**src/rtl/adventure_move_sequencer.sv**
```systemverilog
// Button front end for the adventure room FSM: sync, edge-detect, arbitrate,
// then issue one spaced move pulse per press until win, death or move limit.
module adventure_move_sequencer #(
    parameter int COOLDOWN = 4,
    parameter int MAX_MOVES = 15,
    localparam int CW = $clog2(MAX_MOVES + 1)
) (
    input  logic          clk,
    input  logic          reset,
    input  logic          restart,
    input  logic          btn_n,
    input  logic          btn_s,
    input  logic          btn_e,
    input  logic          btn_w,
    input  logic          win_i,
    input  logic          dead_i,
    output logic          mv_n,
    output logic          mv_s,
    output logic          mv_e,
    output logic          mv_w,
    output logic [CW-1:0] move_count,
    output logic          busy,
    output logic          game_over,
    output logic          timeout
);

    localparam int DW = (COOLDOWN > 1) ? $clog2(COOLDOWN) : 1;
    localparam logic [DW-1:0] CD_LOAD = DW'(COOLDOWN - 1);
    localparam logic [CW-1:0] LIMIT = CW'(MAX_MOVES);

    typedef enum logic [1:0] {
        S_IDLE,
        S_ISSUE,
        S_COOL,
        S_DONE
    } state_t;

    state_t state, state_next;

    // Direction bit order everywhere: 0=N, 1=S, 2=E, 3=W
    logic [3:0] btn, s1, s2, s3, rise;
    logic [3:0] pending, pending_next;
    logic [3:0] grant, mv, mv_next;
    logic [DW-1:0] cd, cd_next;
    logic [CW-1:0] count_next;
    logic timeout_next;
    logic start, stop;

    assign btn  = {btn_w, btn_e, btn_s, btn_n};
    assign rise = s2 & ~s3;
    assign stop = win_i | dead_i;

    // Fixed priority N > E > W > S
    always_comb begin
        grant = 4'b0000;
        if (pending[0])      grant = 4'b0001;
        else if (pending[2]) grant = 4'b0100;
        else if (pending[3]) grant = 4'b1000;
        else if (pending[1]) grant = 4'b0010;
    end

    always_comb begin
        state_next   = state;
        pending_next = pending | rise;
        cd_next      = cd;
        count_next   = move_count;
        mv_next      = 4'b0000;
        timeout_next = timeout;
        start        = 1'b0;
        unique case (state)
            S_IDLE: begin
                if (stop)          state_next = S_DONE;
                else if (|pending) start = 1'b1;
            end
            S_ISSUE: begin
                if (stop) begin
                    state_next = S_DONE;
                end else if (move_count == LIMIT) begin
                    state_next   = S_DONE;
                    timeout_next = 1'b1;
                end else begin
                    state_next = S_COOL;
                    cd_next    = CD_LOAD;
                end
            end
            S_COOL: begin
                if (stop) begin
                    state_next = S_DONE;
                end else if (cd == '0) begin
                    // Cooldown expiry falls straight into the idle decision
                    if (|pending) start = 1'b1;
                    else          state_next = S_IDLE;
                end else begin
                    cd_next = cd - DW'(1);
                end
            end
            S_DONE: begin
                state_next = S_DONE;
            end
        endcase
        if (start) begin
            state_next   = S_ISSUE;
            mv_next      = grant;
            pending_next = (pending & ~grant) | rise;
            if (move_count != LIMIT) count_next = move_count + CW'(1);
        end
        if (state_next == S_DONE) pending_next = 4'b0000;
    end

    always_ff @(posedge clk or posedge reset) begin
        if (reset) begin
            state      <= S_IDLE;
            s1         <= '0;
            s2         <= '0;
            s3         <= '0;
            pending    <= '0;
            mv         <= '0;
            cd         <= '0;
            move_count <= '0;
            timeout    <= 1'b0;
        end else if (restart) begin
            state      <= S_IDLE;
            s1         <= '0;
            s2         <= '0;
            s3         <= '0;
            pending    <= '0;
            mv         <= '0;
            cd         <= '0;
            move_count <= '0;
            timeout    <= 1'b0;
        end else begin
            state      <= state_next;
            s1         <= btn;
            s2         <= s1;
            s3         <= s2;
            pending    <= pending_next;
            mv         <= mv_next;
            cd         <= cd_next;
            move_count <= count_next;
            timeout    <= timeout_next;
        end
    end

    assign mv_n      = mv[0];
    assign mv_s      = mv[1];
    assign mv_e      = mv[2];
    assign mv_w      = mv[3];
    assign busy      = (state == S_ISSUE) || (state == S_COOL);
    assign game_over = (state == S_DONE);

endmodule

```
**config.mk**
```make
export PLATFORM = sky130hd
export DESIGN_NAME = adventure_move_sequencer
export DESIGN_NICKNAME = d
export VERILOG_FILES = /design/src/rtl/adventure_move_sequencer.sv
export SDC_FILE = /design/constraint.sdc
export NUM_CORES = 1
export LEC_CHECK = 0
export CAP_MARGIN = 10
export CORE_MARGIN = 2
export CORE_UTILIZATION = 65
export CTS_CLUSTER_DIAMETER = 50
export CTS_CLUSTER_SIZE = 16
export DETAILED_ROUTE_END_ITERATION = 8
export DONT_BUFFER_PORTS = 1
export PLACE_DENSITY = 0.81
export SLEW_MARGIN = 20
export SYNTH_ARGS = -nofsm -noshare
export SYNTH_HDL_FRONTEND = slang
export SYNTH_SLANG_ARGS = --single-unit
```
**constraint.sdc**
```tcl
create_clock -name clk -period 6.35 [get_ports clk]
set_clock_uncertainty 0.15 [all_clocks]
set_input_delay 1.27 -clock clk [delete_from_list [all_inputs] [get_ports clk]]
set_output_delay 1.27 -clock clk [all_outputs]
set_load 0.1 [all_outputs]
```
==> impl_metrics.tcl <==
set metrics [dict create \
    rsz0062_at_grt "false" \
    critPathArrivalTime_ns 1.70 \
    core_area_um2 1940 \
    powerDensity_nw_per_um2 403 \
    power_w 0.000572 \
    synth_ff_type "dfrtp_1" \
    cp-end-kind "output port" \
    cts_tree "built" \
    hpwl_um 1600 \
    htree_levels 2 \
    dieArea_um2 2430 \
    viasPerCell 6.20 \
    synthDistinctLibCells 31 \
    chipHeight_um 49.3 \
    synth_warnings 0 \
    hold_viol_final 0 \
    wirelength_um 2330 \
    initial_utilization_pct 68.7 \
    synth_seq_area_share_pct 54.4 \
    cts_sinks 29 \
    netlist_area_um2 1330 \
    antenna_found_initial 0 \
    timing.final.crit_share_pct 49.2 \
    syn_nets 139 \
    postCtsHoldBufs 0 \
    maxSlewHeadroom_pct 32.0 \
    clk_latency_ns 0.33 \
    async_flop_share_pct 100 \
    cts_setup_buffers 0 \
    drv_slew 0 \
    post_cts_resized 0 \
    crit_required_ns 4.93 \
    setup_tns_ns 0 \
    clk_pin_slew_worst_paths_ns 0.09 \
    critPathMaxStageDelay_ns 0.86 \
    via_count 949 \
    worst_pin_slew_ns 1.02 \
    nNetsFinal 141 \
    status "finished clean" \
    ir_worst_vdd_v 0.000349 \
    gp_congestion 0.808 \
    grt_most_used_layer "met2" \
    crit_type "reg -> out" \
    drive_gt1_share_pct 7.14 \
    synth_edf_count 0 \
    setup_violations 0 \
    maxCapViolCount 0 \
    track_usage_pct 23.7 \
    critPathLaunchType "flop" \
    wl_per_cell_um 15.2 \
    rows 16 \
    overflow 0 \
    critPathBufInv 1 \
    fmax_mhz 320 \
    path_cells "inv_1, ha_1" \
    hold_path_class "reg -> reg" \
    die_w_um 49.3 \
    route.detailed.drc 0 \
    grt_max_degree 30 \
    ios 20 \
    synthCells 124 \
    crit_family "adder cells" \
    grt_pass1_wl_um 4100 \
    worstPathMaxFanout 5 \
    use_met1_pct 30.4 \
    cts_buffer_depth 2 \
    numCtsBuffers 5 \
    grt_pass1_vias 895 \
    syn_avg_cell_area_um2 10.8 \
    drtAntennaViolNets 0 \
    cts_root_buf "clkbuf_4" \
    io_buffer_count 0 \
    synth_seq_cells 29 \
    cp_slowest_cell "ha_1" \
    grt_use_met3_pct 7.67 \
    drt_iter0_drc 29 \
    syn_to_final_growth_pct 6.29 \
    insertedDiodeCount 0 \
    grt_util_met2_pct 34.9 \
    min_period_ns 3.12 \
    drtPass1Iterations 4 \
    power_leakage_nw 0.646 \
]
layout by cell type, fill, tap and decap left out, drive strengths merged, types with 4 or more instances in the layout:
cell type  Yosys  layout
ha             6       6
nand2b         4       4
nor2           5       5
dfrtp         29      29
clkbuf         4       5
inv            7       7
nor3           5       5
o21ai          4       4
nor2b         15      15
a21oi          9       9
synth_stat cells (2+ instances only):
| cell type | n | area share (%) |
|---|---|---|
| clkbuf_2 | 2 | 0.75 |
| and2_1 | 3 | 1.4 |
| nor2_1 | 5 | 1.4 |
| or3_1 | 2 | 0.94 |
| nand3_1 | 3 | 1.1 |
| o21ai_0 | 4 | 1.5 |
| clkbuf_1 | 2 | 0.56 |
| a21o_1 | 2 | 1.1 |
| o31ai_1 | 2 | 1.1 |
| and3_1 | 3 | 1.4 |
| nor3_1 | 5 | 1.9 |
| a221oi_1 | 3 | 2.0 |
| o41ai_1 | 2 | 1.3 |
| a21oi_1 | 9 | 3.4 |
| ha_1 | 6 | 5.6 |
| dfrtp_1 | 29 | 54 |
| a211oi_1 | 2 | 1.1 |
| nor2b_1 | 15 | 7.0 |
| nand2b_1 | 4 | 1.9 |
| inv_1 | 7 | 2.0 |
| and4_1 | 3 | 2.0 |
| o311ai_0 | 2 | 1.3 |
state kept, by name, indices dropped and copies added (netlist names):
register / flops
pending: 4
s3: 4
s1: 4
timeout: 1
move_count: 4
s2: 4
mv: 4
state: 2
cd: 2
layout make-up:
type / count / area (um2)
clock buffer: 5 / 37.5
tap: 27 / 33.8
multi-input combinational: 83 / 559
clock inverter: 2 / 35.0
inverter: 7 / 26.3
fill: 137 / 524
sequential: 29 / 726
power breakdown:
| group | total [W] | switching, W | internal (W) |
|---|---|---|---|
| Sequential | 0.000224 | 0.0000239 | 0.000200 |
| Combinational | 0.000205 | 0.000147 | 0.0000578 |
| Clock | 0.000143 | 0.0000629 | 0.0000801 |
metrics by stage:
| step | util (%) | setup slack, ns | cell area, um2 | instances | hold WS (ns) |
|---|---|---|---|---|---|
| finish | 73.0 | 3.23 | 1420 | 153 | 0.314 |
| global route | 73.0 | 3.17 | 1420 | 153 | 0.330 |
| CTS | 73.0 | 3.22 | 1420 | 153 | 0.319 |
| detailed placement | 69.3 | 3.40 | 1350 | 146 | 0.298 |
| global placement | 69.3 | 3.51 | 1350 | 146 | 0.293 |
| floorplan | - | 3.53 | 1330 | 124 | 0.289 |
worst paths after layout:
path	endpoint	slack [ns]	cells after the start	start
min	s2[1]$_DFF_PP0_	0.31	1	s1[1]$_DFF_PP0_
max reg2reg	pending[0]$_DFF_PP0_	3.84	4	state[1]$_DFF_PP0_
max in group asynchronous	move_count[2]$_DFFE_PP0P_	4.94	1	reset
min in group asynchronous	mv[3]$_DFF_PP0_	0.72	1	reset
max	busy	3.23	2	state[1]$_DFF_PP0_
min reg2reg	s2[1]$_DFF_PP0_	0.31	1	s1[1]$_DFF_PP0_
metal layers:
layer,vias up,routed length [um]
li1,445,-
met1,463,976
met2,34,1140
met3,7,138
met4,0,74
met5,-,0
logic make-up after synthesis:
| group | after synthesis | synth area share (%) |
|---|---|---|
| AOI/OAI and AO/OA | 29 | 14.8 |
| adders and majority gates | 6 | 5.63 |
| buffers and inverters | 12 | 3.66 |
| DFF | 29 | 54.4 |
| and+or+nand+nor | 48 | 21.5 |
Power figures use the tool's default switching activity.
